--- src/rtl/tdm_pkg.sv ---
// Shared TDM definitions. The TX (8:1 mux) side uses the same slot numbering and defaults.
package tdm_pkg;

  typedef enum logic {
    HUNT = 1'b0,
    LOCK = 1'b1
  } tdm_state_e;

  localparam int TDM_NUM_CH = 8;
  localparam int TDM_SEL_W  = 3;

endpackage

--- src/rtl/tdm_slot_cnt.sv ---
// Mod-NUM_CH slot counter: clear wins over load-to-1, which wins over increment.
module tdm_slot_cnt #(
  parameter int NUM_CH = 8,
  parameter int SEL_W  = 3
) (
  input  logic             clk,
  input  logic             rst_n,
  input  logic             en_i,
  input  logic             load1_i,
  input  logic             clr_i,
  output logic [SEL_W-1:0] sel_o,
  output logic             last_o
);

  logic [SEL_W-1:0] sel_q, sel_d;

  always_comb begin
    sel_d = sel_q;
    if (clr_i) begin
      sel_d = '0;
    end else if (load1_i) begin
      sel_d = SEL_W'(1);
    end else if (en_i) begin
      sel_d = (sel_q == SEL_W'(NUM_CH - 1)) ? '0 : sel_q + SEL_W'(1);
    end
  end

  always_ff @(posedge clk or negedge rst_n) begin
    if (!rst_n) begin
      sel_q <= '0;
    end else begin
      sel_q <= sel_d;
    end
  end

  assign sel_o  = sel_q;
  assign last_o = (sel_q == SEL_W'(NUM_CH - 1));

endmodule

--- src/rtl/tdm_demux8_rx.sv ---
// TDM receiver: rebuilds NUM_CH slot-serial beats into one frame word with a
// single-entry valid/ready output buffer; capture never stalls on the consumer.
module tdm_demux8_rx
  import tdm_pkg::*;
#(
  parameter int NUM_CH = TDM_NUM_CH,
  parameter int SEL_W  = TDM_SEL_W,
  parameter int DATA_W = 1
) (
  input  logic                     clk,
  input  logic                     rst_n,
  input  logic [DATA_W-1:0]        din_i,
  input  logic                     din_vld_i,
  input  logic                     sync_i,
  output logic [NUM_CH*DATA_W-1:0] frame_o,
  output logic                     frame_vld_o,
  input  logic                     frame_rdy_i,
  output logic [SEL_W-1:0]         sel_o,
  output logic                     locked_o,
  output logic                     sync_err_o,
  output logic                     ovf_o
);

  localparam int FRAME_W = NUM_CH * DATA_W;

  tdm_state_e         state_q, state_d;
  logic [FRAME_W-1:0] cap_q, cap_d;
  logic [FRAME_W-1:0] frame_q, frame_d;
  logic               frame_vld_q, frame_vld_d;
  logic               done_q, done_d;
  logic               err_q, err_d;
  logic               ovf_q, ovf_d;
  logic               cnt_en, cnt_ld, cnt_clr, wr_en, last;
  logic [SEL_W-1:0]   sel, wr_slot;

  tdm_slot_cnt #(
    .NUM_CH (NUM_CH),
    .SEL_W  (SEL_W)
  ) u_slot_cnt (
    .clk     (clk),
    .rst_n   (rst_n),
    .en_i    (cnt_en),
    .load1_i (cnt_ld),
    .clr_i   (cnt_clr),
    .sel_o   (sel),
    .last_o  (last)
  );

  always_comb begin
    state_d = state_q;
    cnt_en  = 1'b0;
    cnt_ld  = 1'b0;
    cnt_clr = 1'b0;
    wr_en   = 1'b0;
    wr_slot = sel;
    err_d   = 1'b0;
    done_d  = 1'b0;
    if (din_vld_i) begin
      case (state_q)
        HUNT: begin
          if (sync_i) begin
            wr_en   = 1'b1;
            wr_slot = '0;
            cnt_ld  = 1'b1;
            state_d = LOCK;
          end
        end
        LOCK: begin
          if (sync_i) begin
            // Sync mid-frame restarts the frame here; the partial frame is simply overwritten.
            wr_en   = 1'b1;
            wr_slot = '0;
            cnt_ld  = 1'b1;
            err_d   = (sel != '0);
          end else if (sel == '0) begin
            cnt_clr = 1'b1;
            err_d   = 1'b1;
            state_d = HUNT;
          end else begin
            wr_en   = 1'b1;
            cnt_en  = 1'b1;
            done_d  = last;
          end
        end
        default: state_d = HUNT;
      endcase
    end
  end

  always_comb begin
    cap_d = cap_q;
    if (wr_en) begin
      cap_d[int'(wr_slot)*DATA_W +: DATA_W] = din_i;
    end
  end

  // done_q marks cap_q as a complete frame; the next frame's slot-0 write lands on the same
  // edge the old contents are copied out, so back-to-back frames need no extra buffer.
  always_comb begin
    frame_d     = frame_q;
    frame_vld_d = frame_vld_q;
    ovf_d       = 1'b0;
    if (frame_vld_q && frame_rdy_i) begin
      frame_vld_d = 1'b0;
    end
    if (done_q) begin
      if (frame_vld_q && !frame_rdy_i) begin
        ovf_d = 1'b1;
      end else begin
        frame_d     = cap_q;
        frame_vld_d = 1'b1;
      end
    end
  end

  always_ff @(posedge clk or negedge rst_n) begin
    if (!rst_n) begin
      state_q     <= HUNT;
      cap_q       <= '0;
      frame_q     <= '0;
      frame_vld_q <= 1'b0;
      done_q      <= 1'b0;
      err_q       <= 1'b0;
      ovf_q       <= 1'b0;
    end else begin
      state_q     <= state_d;
      cap_q       <= cap_d;
      frame_q     <= frame_d;
      frame_vld_q <= frame_vld_d;
      done_q      <= done_d;
      err_q       <= err_d;
      ovf_q       <= ovf_d;
    end
  end

  assign frame_o     = frame_q;
  assign frame_vld_o = frame_vld_q;
  assign sel_o       = sel;
  assign locked_o    = (state_q == LOCK);
  assign sync_err_o  = err_q;
  assign ovf_o       = ovf_q;

endmodule

--- config.mk ---
export PLATFORM = sky130hd
export DESIGN_NAME = tdm_demux8_rx
export DESIGN_NICKNAME = d
export VERILOG_FILES = /design/src/rtl/tdm_pkg.sv /design/src/rtl/tdm_slot_cnt.sv /design/src/rtl/tdm_demux8_rx.sv
export SDC_FILE = /design/constraint.sdc
export NUM_CORES = 1
export LEC_CHECK = 0
export BUFFER_PORTS_ARGS = -buffer_cell sky130_fd_sc_hd__buf_2
export CORE_MARGIN = 4
export CORE_UTILIZATION = 50
export CTS_BUF_LIST = sky130_fd_sc_hd__clkbuf_4 sky130_fd_sc_hd__clkbuf_8 sky130_fd_sc_hd__clkbuf_16
export DETAILED_ROUTE_END_ITERATION = 10
export GPL_TIMING_DRIVEN = 0
export PLACE_DENSITY = 0.73
export SYNTH_ARGS = -nofsm -noshare
export SYNTH_HDL_FRONTEND = slang
export SYNTH_SLANG_ARGS = --single-unit
--- constraint.sdc ---
create_clock -name clk -period 2.8 [get_ports clk]
set_clock_uncertainty 0.15 [all_clocks]
set_input_delay 0.28 -clock clk [delete_from_list [all_inputs] [get_ports clk]]
set_output_delay 0.28 -clock clk [all_outputs]
set_load 0.05 [all_outputs]
==> flow_summary.yaml <==
cts:
  post_cts_buffers: 0
  h-tree-depth: 1
  cts_sinks: 24
  cts_tree: "yes"
  hold_buffers: 1
  cts_inserted_buffers: 3
  root_buffer: "clkbuf_4"
  ctsResizeCount: 0
  path_clk_slew_ns: 0.12
  clk_latency_ns: 0.31
  clockBufferDepth: 2
finish:
  final_util_pct: 60.7
  stdcell_count: 156
  fin_area_um2: 1340
  drive_above_1_share_pct: 26.6
  fill_cells: 190
  area_growth_pct: 15.1
  ff_latch_area_um2: 601
  diodes: 0
  fin_nets: 141
  multi_input_area_um2: 533
floorplan:
  start_util_pct: 52.7
  core_area_um2: 2210
  ioPinCount: 21
  fp.dieW_um: 56.3
  die-area_um2: 3170
  rows: 17
  dieHeight_um: 56.3
detailed_routing:
  drt-met1-wl_um: 983
  vias: 885
  drtIter0Drc: 19
  vias_per_cell: 5.67
  wl_per_cell_um: 14.5
  ant_nets: 0
  top_layer_used: "met4"
  route.detailed.drc: 0
  detail_route.first_pass.iterations: 5
  totalWireLength_um: 2260
  wl_met2_um: 1110
  dr_wl_met3_um: 103
synth:
  synth_warnings: 0
  synthesis.area_um2: 1170
  synth_cell_types: 25
  syn_area_per_cell_um2: 11.2
  synth_nets: 116
  syn-instance-count: 104
  seq_area_frac_synth_pct: 51.5
  ys_ff_latch: 24
timing:
  max_slew_margin_pct: 64.4
  rsz0062_at_grt: "no"
  setup_ws_ns: 0.216
  final.period_utilization_pct: 92.3
  tns_ns: 0
  drv_slew: 0
  min_period_ns: 2.58
  hold_ws_ns: 0.0847
  finalSetupViolations: 0
  finalHoldViolCount: 0
  fmax_mhz: 387
  worstMarginPinSlew_ns: 0.534
power_and_ir_drop:
  vdd_drop_max_v: 0.000704
  power_frac_seq_pct: 40.3
  power.internal_mw: 0.682
  power_density_nw_per_um2: 908
  p_total_mw: 1.22
  p_sw_share_pct: 44.0
  p_leak_nw: 0.703
  pwr-share-clk_pct: 14.5
  switchingPower_mw: 0.537
  pwr-share-comb_pct: 45.2
hold_path:
  hold_class: "in2reg"
global_routing:
  grt_use_total_pct: 16.0
  grt_pass1_vias: 889
  grt_max_degree: 25
  antenna_found_initial: 0
  grt_pass1_wl_um: 4050
  grt.overflow.total: 0
worst_setup_path:
  cp_max_fo: 10
  crit_type: "reg2reg"
  critPathMaxStageDelay_ns: 0.45
  path_cells: "buf_2, inv_1, ha_1, nand2b_1, inv_1, ha_1, nand2b_1, a21oi_2, nand4_1, mux2_1"
  cp-start-kind: "flop"
  critPathRequiredTime_ns: 2.85
  end_kind: "flop"
  crit_path_top_delay_cell: "dfrtp_1"
  cp.arrival_ns: 2.63
place:
  pre_cts_ws_ns: 0.261
  gp_congestion: 0.852
  port_buffers: 19
  placed_cells: 151
  place_area_um2: 1300
  hpwl_um: 1640
outcome:
  outcome: "finished clean"
flow_run:
  cap_violations: 0
-- power groups by stage --
| stage | Clock, mW | Combinational [mW] | Sequential (mW) |
|---|---|---|---|
| floorplan | 0 | 0.273 | 0.638 |
| global placement | 0 | 0.530 | 0.492 |
| detailed placement | 0 | 0.546 | 0.499 |
| CTS | 0.183 | 0.552 | 0.492 |
| global route | 0.199 | 0.602 | 0.506 |
| finish | 0.177 | 0.551 | 0.491 |
-- state kept, by name, summed over array words and instances (netlist names) --
signal	count
cap_q	8
u_slot_cnt.sel_o	3
sync_err_o	1
locked_o	1
ovf_o	1
frame_o	8
frame_vld_o	1
done_q	1
-- synth_stat cells --
master    number  share of area [%]
a21oi_2        2                1.5
and3_1         1               0.54
and2_0         1               0.54
mux2i_1        1               0.86
dfrtp_1       24                 52
mux2_2         7                6.8
nor4bb_1       1               0.86
o22a_1         1               0.75
and2_1         2                1.1
ha_1           6                6.4
a21oi_1        3                1.3
o22ai_1        1               0.54
o31ai_1        1               0.64
a31oi_1        1               0.54
inv_1          6                1.9
nand4_1        7                3.8
buf_2          2               0.86
nor2_1         4                1.3
nand2_1       12                3.9
nor2b_1        2                1.1
a211oi_1       3                1.9
and4_1         1               0.75
o21ai_0        3                1.3
mux2_1         7                6.8
nand2b_1       5                2.7
-- final timing paths --
kind	from	end	slack [ns]	depth (start not counted)
setup / recovery	u_slot_cnt.sel_o[0]	cap_q[6]	0.22	10
max in group asynchronous	rst_n	frame_o[0]	1.83	2
setup reg to reg	u_slot_cnt.sel_o[0]	cap_q[6]	0.22	10
hold reg to reg	frame_o[3]	frame_o[3]	0.34	2
min in group asynchronous	rst_n	frame_o[6]	0.32	2
hold / removal	frame_rdy_i	ovf_o	0.08	3
-- cells by family (layout without fill, tap and decap cells) --
logic type,after synthesis,after routing,share of synthesized area (%)
simple gates,36,36,16.4
flops,24,24,51.5
compound gates,15,15,8.48
mux,15,15,14.4
buf+inv,8,32,2.79
fa+ha+maj,6,6,6.44
-- metal layers --
layer	track usage, %	vias to the layer above
met3	2.76	10
met2	26.7	27
li1	-	420
met5	0	-
met4	7.46	0
met1	20.0	428
-- layout make-up --
type,count,area share (%)
Clock buffer,4,2.70
Multi-Input combinational cell,72,39.7
Inverter,6,1.68
Buffer,2,0.746
Tap cell,28,2.61
Sequential cell,24,44.7
Timing Repair Buffer,20,7.83
-- cells in the final DEF, fill, tap and decap left out, drive strengths merged, types with 2 or more instances in the layout --
cell type	count
ha	6
mux2	14
nand2b	5
nor2b	2
dfrtp	24
buf	21
nand4	7
a21oi	5
and2	3
inv	6
o21ai	3
nand2	12
a211oi	3
nor2	4
clkbuf	4
-- worst max-delay path: cells and delay by family, from the launching register on --
| family | cells | cell delay (ns) |
|---|---|---|
| AO/OA/AOI/OAI | 1 | 0.22 |
| adder cells (fa/ha/maj) | 2 | 0.45 |
| buffers and inverters | 3 | 0.41 |
| flip-flops | 1 | 0.45 |
| multiplexers | 1 | 0.34 |
| AND/OR/NAND/NOR | 3 | 0.47 |
Note: power is estimated with default switching activity, not from simulation.
